$ cat config.mk
export PLATFORM = sky130hd
export DESIGN_NAME = sprite_pixel_ctrl_flat
export DESIGN_NICKNAME = d
export VERILOG_FILES = /design/src/rtl/sprite_pixel_ctrl_if.sv /design/src/rtl/sprite_pixel_ctrl.sv /design/src/flat_wrapper.sv
export SDC_FILE = /design/constraint.sdc
export NUM_CORES = 1
export LEC_CHECK = 0
export ABC_AREA = 1
export BUFFER_PORTS_ARGS = -buffer_cell sky130_fd_sc_hd__buf_2
export CORE_ASPECT_RATIO = 1.2
export CORE_MARGIN = 2
export CORE_UTILIZATION = 25
export CTS_CLUSTER_DIAMETER = 80
export CTS_CLUSTER_SIZE = 16
export DETAILED_ROUTE_END_ITERATION = 7
export PLACE_DENSITY = 0.51
export RECOVER_POWER = 100
export SLEW_MARGIN = 20
export SYNTH_ARGS = -nofsm -noshare
export SYNTH_HDL_FRONTEND = slang
export SYNTH_SLANG_ARGS = --single-unit
$ cat constraint.sdc
create_clock -name clk -period 3.5 [get_ports clk]
set_input_delay 0.7 -clock clk [delete_from_list [all_inputs] [get_ports clk]]
set_output_delay 0.7 -clock clk [all_outputs]
set_load 0.01 [all_outputs]
$ cat src/rtl/sprite_pixel_ctrl_if.sv
// Sprite pixel controller bus.
// Groups the pixel stream, the position-update port, the sprite ROM port and
// the palette-index output of sprite_pixel_ctrl.
//   master : VGA timing / CPU / ROM side (drives pixels, updates, rom_data)
//   slave  : sprite_pixel_ctrl (drives ROM request, colour index, status)
interface sprite_pixel_ctrl_if #(
    parameter int ROM_AW = 12
);
    logic [9:0]        pix_x;
    logic [9:0]        pix_y;
    logic              pix_valid;
    logic              frame_start;
    logic [9:0]        pos_x_in;
    logic [9:0]        pos_y_in;
    logic              flip_in;
    logic              pos_wr;
    logic              pos_pending;
    logic              rom_en;
    logic [ROM_AW-1:0] rom_addr;
    logic [2:0]        rom_data;
    logic [2:0]        color_idx;
    logic              color_valid;
    logic              hit;

    modport master (
        output pix_x, pix_y, pix_valid, frame_start,
        output pos_x_in, pos_y_in, flip_in, pos_wr,
        output rom_data,
        input  pos_pending, rom_en, rom_addr, color_idx, color_valid, hit
    );

    modport slave (
        input  pix_x, pix_y, pix_valid, frame_start,
        input  pos_x_in, pos_y_in, flip_in, pos_wr,
        input  rom_data,
        output pos_pending, rom_en, rom_addr, color_idx, color_valid, hit
    );
endinterface

$ cat src/rtl/sprite_pixel_ctrl.sv
// Sprite pixel controller: window test, ROM addressing, transparency and a
// two-cycle aligned palette index for one animated, movable sprite. Also holds
// the double-buffered position/flip registers and the animation counter.
//   clk   : pixel clock
//   rst_n : asynchronous active-low reset
//   bus   : sprite_pixel_ctrl_if.slave (pixel in, position update, ROM port,
//           color_idx/color_valid/hit out, pos_pending status)
//
// Update FSM
//   state   | meaning
//   IDLE    | shadow registers match committed position, nothing to commit
//   PENDING | shadow holds an update waiting for the next frame_start
module sprite_pixel_ctrl #(
    parameter int SPR_W       = 32,
    parameter int SPR_H       = 32,
    parameter int ANIM_FRAMES = 4,
    parameter int ANIM_DIV    = 8,
    parameter int ROM_AW      = 12
) (
    input  logic                clk,
    input  logic                rst_n,
    sprite_pixel_ctrl_if.slave  bus
);
    localparam int XW  = (SPR_W > 1) ? $clog2(SPR_W) : 1;
    localparam int YW  = (SPR_H > 1) ? $clog2(SPR_H) : 1;
    localparam int AFW = (ANIM_FRAMES > 1) ? $clog2(ANIM_FRAMES) : 1;
    localparam int DVW = (ANIM_DIV > 1) ? $clog2(ANIM_DIV) : 1;

    typedef enum logic {IDLE, PENDING} state_t;

    state_t            state_q, state_d;
    logic              commit;
    logic [9:0]        sh_x_q, sh_y_q, pos_x_q, pos_y_q;
    logic              sh_flip_q, flip_q;
    logic [AFW-1:0]    anim_q;
    logic [DVW-1:0]    div_q;

    logic signed [10:0] dx, dy;
    logic              in_win;
    logic [XW-1:0]     col;
    logic [ROM_AW-1:0] addr_d;

    logic              rom_en_q, vld1_q, win2_q, vld2_q;
    logic [ROM_AW-1:0] rom_addr_q;
    logic              opaque;

    // ---------------- update FSM ----------------
    always_ff @(posedge clk or negedge rst_n) begin
        if (!rst_n) state_q <= IDLE;
        else        state_q <= state_d;
    end

    // A write in the same cycle as a commit keeps us PENDING: the old shadow
    // commits while the new value lands in the shadow.
    always_comb begin
        state_d = state_q;
        commit  = 1'b0;
        case (state_q)
            IDLE: begin
                if (bus.pos_wr) state_d = PENDING;
            end
            PENDING: begin
                if (bus.frame_start) begin
                    commit = 1'b1;
                    if (!bus.pos_wr) state_d = IDLE;
                end
            end
            default: state_d = IDLE;
        endcase
    end

    always_ff @(posedge clk or negedge rst_n) begin
        if (!rst_n) begin
            sh_x_q    <= '0;
            sh_y_q    <= '0;
            sh_flip_q <= 1'b0;
            pos_x_q   <= '0;
            pos_y_q   <= '0;
            flip_q    <= 1'b0;
        end else begin
            if (bus.pos_wr) begin
                sh_x_q    <= bus.pos_x_in;
                sh_y_q    <= bus.pos_y_in;
                sh_flip_q <= bus.flip_in;
            end
            if (commit) begin
                pos_x_q <= sh_x_q;
                pos_y_q <= sh_y_q;
                flip_q  <= sh_flip_q;
            end
        end
    end

    // ---------------- animation counter ----------------
    always_ff @(posedge clk or negedge rst_n) begin
        if (!rst_n) begin
            div_q  <= '0;
            anim_q <= '0;
        end else if (bus.frame_start) begin
            if (div_q == DVW'(ANIM_DIV - 1)) begin
                div_q  <= '0;
                anim_q <= (anim_q == AFW'(ANIM_FRAMES - 1)) ? '0 : anim_q + AFW'(1);
            end else begin
                div_q <= div_q + DVW'(1);
            end
        end
    end

    // ---------------- stage 0: window test and address ----------------
    // Zero-extended 11-bit differences: negative means left of / above the
    // sprite, so a sprite hanging off the right edge never wraps to column 0.
    assign dx = $signed({1'b0, bus.pix_x}) - $signed({1'b0, pos_x_q});
    assign dy = $signed({1'b0, bus.pix_y}) - $signed({1'b0, pos_y_q});

    assign in_win = bus.pix_valid
                 && !dx[10] && ({1'b0, dx[9:0]} < 11'(SPR_W))
                 && !dy[10] && ({1'b0, dy[9:0]} < 11'(SPR_H));

    assign col = flip_q ? (XW'(SPR_W - 1) - dx[XW-1:0]) : dx[XW-1:0];

    assign addr_d = ROM_AW'(anim_q) * ROM_AW'(SPR_W * SPR_H)
                  + ROM_AW'(dy[YW-1:0]) * ROM_AW'(SPR_W)
                  + ROM_AW'(col);

    always_ff @(posedge clk or negedge rst_n) begin
        if (!rst_n) begin
            rom_en_q   <= 1'b0;
            rom_addr_q <= '0;
            vld1_q     <= 1'b0;
            win2_q     <= 1'b0;
            vld2_q     <= 1'b0;
        end else begin
            rom_en_q   <= in_win;
            rom_addr_q <= in_win ? addr_d : '0;
            vld1_q     <= bus.pix_valid;
            win2_q     <= rom_en_q;
            vld2_q     <= vld1_q;
        end
    end

    // ---------------- stage 2: transparency ----------------
    // rom_data arrives in the same cycle as win2_q; output is combinational
    // from it so total latency stays at two cycles. Indices 0 and 7 are clear.
    assign opaque = win2_q && (bus.rom_data != 3'd0) && (bus.rom_data != 3'd7);

    assign bus.rom_en      = rom_en_q;
    assign bus.rom_addr    = rom_addr_q;
    assign bus.color_idx   = opaque ? bus.rom_data : 3'd0;
    assign bus.hit         = opaque;
    assign bus.color_valid = vld2_q;
    assign bus.pos_pending = (state_q == PENDING);
endmodule

$ cat src/flat_wrapper.sv
// flat-port wrapper written by rule: the top's interface ports become plain ports
module sprite_pixel_ctrl_flat 
#(
    parameter int SPR_W       = 32,
    parameter int SPR_H       = 32,
    parameter int ANIM_FRAMES = 4,
    parameter int ANIM_DIV    = 8,
    parameter int ROM_AW      = 12
)
  (clk, rst_n, bus_pix_x, bus_pix_y, bus_pix_valid, bus_frame_start, bus_pos_x_in, bus_pos_y_in, bus_flip_in, bus_pos_wr, bus_rom_data, bus_pos_pending, bus_rom_en, bus_rom_addr, bus_color_idx, bus_color_valid, bus_hit);
  sprite_pixel_ctrl_if #(.ROM_AW(ROM_AW)) bus_i ();
  input  logic clk;
  input  logic rst_n;
  input wire logic [$bits(bus_i.pix_x)-1:0] bus_pix_x;
  input wire logic [$bits(bus_i.pix_y)-1:0] bus_pix_y;
  input wire logic [$bits(bus_i.pix_valid)-1:0] bus_pix_valid;
  input wire logic [$bits(bus_i.frame_start)-1:0] bus_frame_start;
  input wire logic [$bits(bus_i.pos_x_in)-1:0] bus_pos_x_in;
  input wire logic [$bits(bus_i.pos_y_in)-1:0] bus_pos_y_in;
  input wire logic [$bits(bus_i.flip_in)-1:0] bus_flip_in;
  input wire logic [$bits(bus_i.pos_wr)-1:0] bus_pos_wr;
  input wire logic [$bits(bus_i.rom_data)-1:0] bus_rom_data;
  output wire logic [$bits(bus_i.pos_pending)-1:0] bus_pos_pending;
  output wire logic [$bits(bus_i.rom_en)-1:0] bus_rom_en;
  output wire logic [$bits(bus_i.rom_addr)-1:0] bus_rom_addr;
  output wire logic [$bits(bus_i.color_idx)-1:0] bus_color_idx;
  output wire logic [$bits(bus_i.color_valid)-1:0] bus_color_valid;
  output wire logic [$bits(bus_i.hit)-1:0] bus_hit;
  assign bus_i.pix_x = bus_pix_x;
  assign bus_i.pix_y = bus_pix_y;
  assign bus_i.pix_valid = bus_pix_valid;
  assign bus_i.frame_start = bus_frame_start;
  assign bus_i.pos_x_in = bus_pos_x_in;
  assign bus_i.pos_y_in = bus_pos_y_in;
  assign bus_i.flip_in = bus_flip_in;
  assign bus_i.pos_wr = bus_pos_wr;
  assign bus_i.rom_data = bus_rom_data;
  assign bus_pos_pending = bus_i.pos_pending;
  assign bus_rom_en = bus_i.rom_en;
  assign bus_rom_addr = bus_i.rom_addr;
  assign bus_color_idx = bus_i.color_idx;
  assign bus_color_valid = bus_i.color_valid;
  assign bus_hit = bus_i.hit;
  sprite_pixel_ctrl #(.SPR_W(SPR_W), .SPR_H(SPR_H), .ANIM_FRAMES(ANIM_FRAMES), .ANIM_DIV(ANIM_DIV), .ROM_AW(ROM_AW)) u_core (.clk(clk), .rst_n(rst_n), .bus(bus_i));
endmodule
== Word-level counts from Yosys, hierarchy flattened ==
Index checks and enable logic that the tools add are counted.

* Input port bits: 49
* Output and inout bits: 19
* Logic and storage cells: 47
* Bits in registers: 64

* Reductions and logical operators: 10
* Mux-type cells: 10
* $add $sub $neg: 7
* Order comparisons: 2
* Bitwise operators: 1
* Equal/unequal tests: 3

{| class="wikitable"
|+ Operators by type and width
! operator !! count
|-
| subtractor 10 x 10 -> 11 bit || 2
|-
| less-than comparator 10 x 6 -> 1 bit (second input constant) || 2
|-
| adder 12 x 10 -> 12 bit || 1
|-
| adder 12 x 5 -> 12 bit || 1
|-
| two-way mux 12 bit || 1
|-
| logical AND 1 bit || 6
|-
| two-way mux 3 bit || 2
|-
| two-way mux 5 bit || 1
|-
| subtractor 5 bit (first input constant) || 1
|-
| two-way mux 1 bit || 4
|-
| adder 3 x 1 -> 3 bit (second input constant) || 1
|-
| == test 3 bit (second input constant) || 1
|-
| inequality test 3 bit (second input constant) || 1
|-
| nonzero test 3 bit || 1
|-
| adder 2 x 1 -> 2 bit (second input constant) || 1
|-
| == test 2 bit (second input constant) || 1
|-
| logical NOT 1 bit || 2
|-
| two-way mux 2 bit || 1
|-
| one-hot mux 1 bit (2 select lines) || 1
|-
| AND reduction 2 bit || 1
|-
| NOT 1 bit || 1
|}

== Logic depth before layout (Yosys ltp) ==
* Depth in word-level cells: 7
* Depth in mapped cells: 15
* Mapped depth without buffers: 14

== Least setup slack after synthesis ==
OpenSTA, ideal clock, no wires.

* Path type: in2reg
* From: input port bus_pix_x[0]
* To: register u_core.rom_addr_q[2] (netlist: u_core.bus.rom_addr[2])
* Stages: 14
* Required time: 3.432 ns
* Slack: 1.145 ns
* Path buffers: 1
* Library setup time: 0.068 ns
* Arrival time: 2.287 ns
* Cell sequence: inv_1 ha_1 inv_1 fa_1 nand3_1 nand3_1 nand4_1 nand3b_1 nand2_1 nand2_2 nor2_4 nand4_4 buf_12 nor2_4

* Cells in the longest elaborated chain, start to end: 7
* Elaborated cells on any way between the ends: 11
* Those cells by class: add/sub: 3; order compare: 1; mux: 2; reduce/logical: 5

{| class="wikitable"
|+ RTL lines
! what !! RTL line !! text
|-
| start: declaration || flat_wrapper.sv:14 || <nowiki>input wire logic [$bits(bus_i.pix_x)-1:0] bus_pix_x;</nowiki>
|-
| subtractor 10 x 10 -> 11 bit (*) || sprite_pixel_ctrl.sv:112 || <nowiki>assign dx = $signed({1'b0, bus.pix_x}) - $signed({1'b0, pos_x_q});</nowiki>
|-
| branches (longest 5 deep; another with adder 12 x 5 -> 12 bit) || -- ||
|-
| two-way mux 12 bit (*) || sprite_pixel_ctrl.sv:134 || <nowiki>rom_addr_q <= in_win ? addr_d : '0;</nowiki>
|-
| end signal: assignment || sprite_pixel_ctrl.sv:134 ||
|-
| end: declaration || sprite_pixel_ctrl.sv:44 || <nowiki>logic [ROM_AW-1:0] rom_addr_q;</nowiki>
|}

Mark *: on every way between the ends.
A chain may end at the register's enable or synchronous reset.

== Final worst setup path ==
* From: input port bus_pix_x[0]
* To: register u_core.rom_addr_q[1] (netlist: u_core.bus.rom_addr[1])

Same word-level chain as after synthesis.

==> summary by stage <==
Layout
The post-route netlist has 17.1% of its cells at a drive strength greater than 1. The relative area change from synthesis to final layout is 21.0%. The antenna diode count is 0. The count of nets after finishing is 585. The share of the core filled with cells is 30.7%.

Floorplan
The die is 136 um tall. The floorplan step defined a die boundary enclosing 15500 um2. The number of rows in the core area is 48.

68 I/O pins were placed. The floorplan step defined a core boundary enclosing 14300 um2. Once the floorplan was initialized, standard cells occupied 25.4% of the core.

The die extent in x is 114 um.

Timing
The worst path uses 80.4% of the clock period. Setup repair after global routing left no endpoint under its margin. The number of slew-limit violations in the final report was 30. The minimum clock period after layout is 2.81 ns. Based on the critical path, the design can be clocked at up to 0.355 GHz. The final-layout setup total negative slack is 0 ns. In this run the tightest slew margin relative to its limit is -7.81%. The number of endpoints with negative hold slack in the final report is 0. The maximum clock skew at final layout is 0.00461 ns. Setup violations remaining at the end of the flow were counted as 0.

For the pin with the worst max-slew slack, the measured transition is 1.62 ns.

Setup path
Together, buffers and inverters on the worst path number 3. The worst reg2reg path depth is 12. STA classifies the critical path startpoint as a primary input. For this run, the slowest stage of the critical path takes 0.56 ns. The top fanout value on the critical path is 13. The signal on the critical path passes through buf_2, inv_1, ha_1, inv_1, fa_1, nand3_1, nand3_1, nand4_1, nand3b_1, nand2_1, nand2_1, nor2_4, nand4_2, nor2_1.

The setup check on the worst reg-to-reg path leaves a slack of 0.83 ns. The critical path starts at bus_pix_x[0]. Data on the critical path arrives at its endpoint at 3.04 ns. The capturing element type of the critical path is a register.

The critical path required time is 3.73 ns. Broken down by cell family, the worst path's largest delay share belongs to simple AND/OR/NAND/NOR gates. The critical setup path kind is primary input to register. The beginning of the worst register-to-register path is u_core.pos_x_q[0]$_DFFE_PN0P_. The slowest stage of the critical path belongs to the cell sky130_fd_sc_hd__nand4_2. The critical register-to-register path endpoint is u_core.bus.rom_addr[1]$_DFF_PN0_.

Clock network
The number of levels the H-tree was split into is 3. The buffer count from post-CTS setup fixing is 0. The later-pin clock latency in the skew report is 0.33 ns. The number of buffers added by the clock tree synthesis step is 9. The clock net sink count is 64. Gates resized during post-CTS repair numbered 0. The worst-case clock buffer depth is 2. The cell at the root of the clock tree is sky130_fd_sc_hd__clkbuf_16. The CTS tree is yes. Clock-pin slew was measured on the worst setup and hold paths at 0.05 ns. The number of buffers inserted for hold repair after clock tree synthesis is 0.

Yosys
The netlist uses 28 different library cells. The register area share after synthesis is 44.1%. Synthesis inferred 64 register bits. The count of synthesis-stage warnings from yosys is 0. In the post-synthesis netlist, the biggest area contributors are sky130_fd_sc_hd__dfrtp_1 44%, sky130_fd_sc_hd__nand2_1 12%, sky130_fd_sc_hd__inv_1 8.2%. The mapped netlist covers 3630 um2. Counting every instance in the synthesized netlist gives 442. The mean post-synth cell area is 8.21 um2.

The number of nets handed over by synthesis was 516. The leading area contributor after synthesis is sky130_fd_sc_hd__dfrtp_1. The top-area cell type share of the netlist area is 44.1%.

Power and ir drop
Across the VDD grid, the largest voltage drop is 207 uV. The static leakage power is 2.24 nW. In this run the power density over the cells is 550 nW/um2. After layout, the design draws a total of 2.41 mW.

Detailed routing
In the final routed layout, each cell accounts on average for 11.9 um. In this run the remaining antenna-violating nets after routing total 0. The number of vias in the routed layout is 2867. The per-cell via count in the routed design is 4.15.

After detailed routing, the number of remaining DRC violations is 0. The DRC violation total after the first TritonRoute iteration is 100. The total iterations of the first detailed-routing run is 4.

The overall routed net length is 8.20 mm.

Placement
Detailed placement finished with a half-perimeter wire length of 6.43 mm. During placement, the flow inserted port buffers numbering 67. At the end of routability-driven placement, the weighted congestion stood at 0.839.

GRT
The via count of the first global-routing pass is 2844. The total global routing overflow is 0. The first global-routing pass estimated 13.6 mm of wire. The aggregate global-route resource usage is 11.3%. The initial antenna violation count was 0. Entering global routing, the biggest net connects 44 pins.

Run status
The final reports fail on max-capacitance violations, max-slew violations. The run finished, with violations left.

Worst hold path
The startpoint identified for the worst hold timing path is u_core.vld1_q$_DFF_PN0_. The worst hold path was traced through 0 stages. The worst hold path terminates at u_core.bus.color_valid$_DFF_PN0_. In this run the worst hold path is classified as register to register.

Job
The max-capacitance violation count is 1.
==> registers in the layout, indices dropped and copies added (netlist names), 2 cells and up <==
signal               flops
u_core.pos_y_q          10
u_core.pos_x_q          10
u_core.anim_q            2
u_core.div_q             3
u_core.bus.rom_addr     12
u_core.sh_y_q           10
u_core.sh_x_q           10
==> logic make-up (layout without fill, tap and decap cells) <==
family | Yosys count | after routing | synth area share (%)
compound gates | 65 | 65 | 9.76
buf+inv | 92 | 166 | 9.97
flops | 64 | 64 | 44.1
fa+ha+maj | 25 | 25 | 9.03
xor+xnor | 13 | 13 | 3.34
simple gates | 181 | 181 | 23.1
mux | 2 | 2 | 0.621
==> report_power, final <==
group	total, mW	internal (mW)	switching, mW
clock	0.903	0.569	0.334
sequential	0.879	0.829	0.0500
combinational	0.632	0.244	0.389
total	2.41	1.64	0.773
==> final cells by class <==
type,count,area (um2)
fill,1578,9900
multi-input combinational,286,1650
sequential,64,1600
timing repair buffer,69,314
inverter,81,304
clock buffer,11,243
tap,175,219
clock inverter,5,56.3
==> layout by cell type (no fill, tap or decap) <==
| cell | count |
|---|---|
| sky130_fd_sc_hd__o21bai_1 | 2 |
| sky130_fd_sc_hd__a21o_1 | 1 |
| sky130_fd_sc_hd__bufinv_16 | 1 |
| sky130_fd_sc_hd__ha_1 | 23 |
| sky130_fd_sc_hd__a211oi_1 | 2 |
| sky130_fd_sc_hd__a21oi_1 | 8 |
| sky130_fd_sc_hd__nand2_2 | 3 |
| sky130_fd_sc_hd__xor2_2 | 1 |
| sky130_fd_sc_hd__clkbuf_16 | 9 |
| sky130_fd_sc_hd__inv_2 | 2 |
| sky130_fd_sc_hd__inv_1 | 79 |
| sky130_fd_sc_hd__nor2_1 | 19 |
| sky130_fd_sc_hd__xor2_1 | 5 |
| sky130_fd_sc_hd__nand2_1 | 116 |
| sky130_fd_sc_hd__clkinvlp_4 | 1 |
| sky130_fd_sc_hd__nor2_2 | 7 |
| sky130_fd_sc_hd__dfrtp_1 | 64 |
| sky130_fd_sc_hd__o31ai_1 | 1 |
| sky130_fd_sc_hd__nand3_1 | 19 |
| sky130_fd_sc_hd__nor2_4 | 10 |
| sky130_fd_sc_hd__a31oi_1 | 2 |
| sky130_fd_sc_hd__xnor2_1 | 7 |
| sky130_fd_sc_hd__a21oi_2 | 3 |
| sky130_fd_sc_hd__nand3b_1 | 1 |
| sky130_fd_sc_hd__clkbuf_1 | 26 |
| sky130_fd_sc_hd__o21ai_0 | 46 |
| sky130_fd_sc_hd__fa_1 | 2 |
| sky130_fd_sc_hd__nand4_1 | 5 |
| sky130_fd_sc_hd__clkbuf_8 | 1 |
| sky130_fd_sc_hd__clkinv_4 | 1 |
| sky130_fd_sc_hd__nand4_2 | 1 |
| sky130_fd_sc_hd__buf_2 | 44 |
| sky130_fd_sc_hd__clkinv_2 | 2 |
| sky130_fd_sc_hd__mux2_2 | 2 |
==> stage by stage <==
step | area, um2 | cells | hold slack (ns) | worst slack, ns
finish | 4390 | 691 | 0.347 | 0.686
global route | 4390 | 691 | 0.368 | 0.473
CTS | 4440 | 691 | 0.349 | 0.948
detailed placement | 4140 | 675 | 0.337 | 0.613
global placement | 4140 | 675 | 0.333 | 0.716
floorplan | 3630 | 442 | 0.331 | 1.14
==> layer usage <==
layer  vias up  part of all wire [%]  GRT usage, %
met1      1277                    46          14.1
met5         -                     0             0
met4         0                   2.3          5.42
met2        65                    48          18.6
li1       1513                     -             -
met3        12                   3.8          2.14
==> cells in the mapped netlist <==
| master | instances |
|---|---|
| sky130_fd_sc_hd__inv_2 | 2 |
| sky130_fd_sc_hd__nand3b_1 | 1 |
| sky130_fd_sc_hd__mux2_2 | 2 |
| sky130_fd_sc_hd__fa_1 | 2 |
| sky130_fd_sc_hd__a21oi_1 | 8 |
| sky130_fd_sc_hd__a211oi_1 | 2 |
| sky130_fd_sc_hd__nand4_1 | 5 |
| sky130_fd_sc_hd__xor2_1 | 5 |
| sky130_fd_sc_hd__a21oi_2 | 3 |
| sky130_fd_sc_hd__clkbuf_1 | 10 |
| sky130_fd_sc_hd__nor2_4 | 10 |
| sky130_fd_sc_hd__o21ai_0 | 46 |
| sky130_fd_sc_hd__nand2_1 | 115 |
| sky130_fd_sc_hd__a21o_1 | 1 |
| sky130_fd_sc_hd__xnor2_1 | 7 |
| sky130_fd_sc_hd__nand4_4 | 1 |
| sky130_fd_sc_hd__nor2_1 | 19 |
| sky130_fd_sc_hd__o31ai_1 | 1 |
| sky130_fd_sc_hd__buf_12 | 1 |
| sky130_fd_sc_hd__nor2_2 | 7 |
| sky130_fd_sc_hd__o21bai_1 | 2 |
| sky130_fd_sc_hd__dfrtp_1 | 64 |
| sky130_fd_sc_hd__ha_1 | 23 |
| sky130_fd_sc_hd__nand2_2 | 4 |
| sky130_fd_sc_hd__xor2_2 | 1 |
| sky130_fd_sc_hd__inv_1 | 79 |
| sky130_fd_sc_hd__a31oi_1 | 2 |
| sky130_fd_sc_hd__nand3_1 | 19 |
==> how the worst max path moves through the flow <==
stage | slack (ns) | cells past startpoint | endpoint
3_5_place_dp | 0.61 | 14 | u_core.bus.rom_addr[1]$_DFF_PN0_
3_3_place_gp | 0.72 | 14 | u_core.bus.rom_addr[1]$_DFF_PN0_
2_1_floorplan | 1.14 | 14 | u_core.bus.rom_addr[2]$_DFF_PN0_
6_report | 0.69 | 14 | u_core.bus.rom_addr[1]$_DFF_PN0_
4_1_cts | 0.95 | 14 | u_core.bus.rom_addr[1]$_DFF_PN0_
5_1_grt | 0.47 | 14 | u_core.bus.rom_addr[1]$_DFF_PN0_
(Power assumes the default switching activity.)
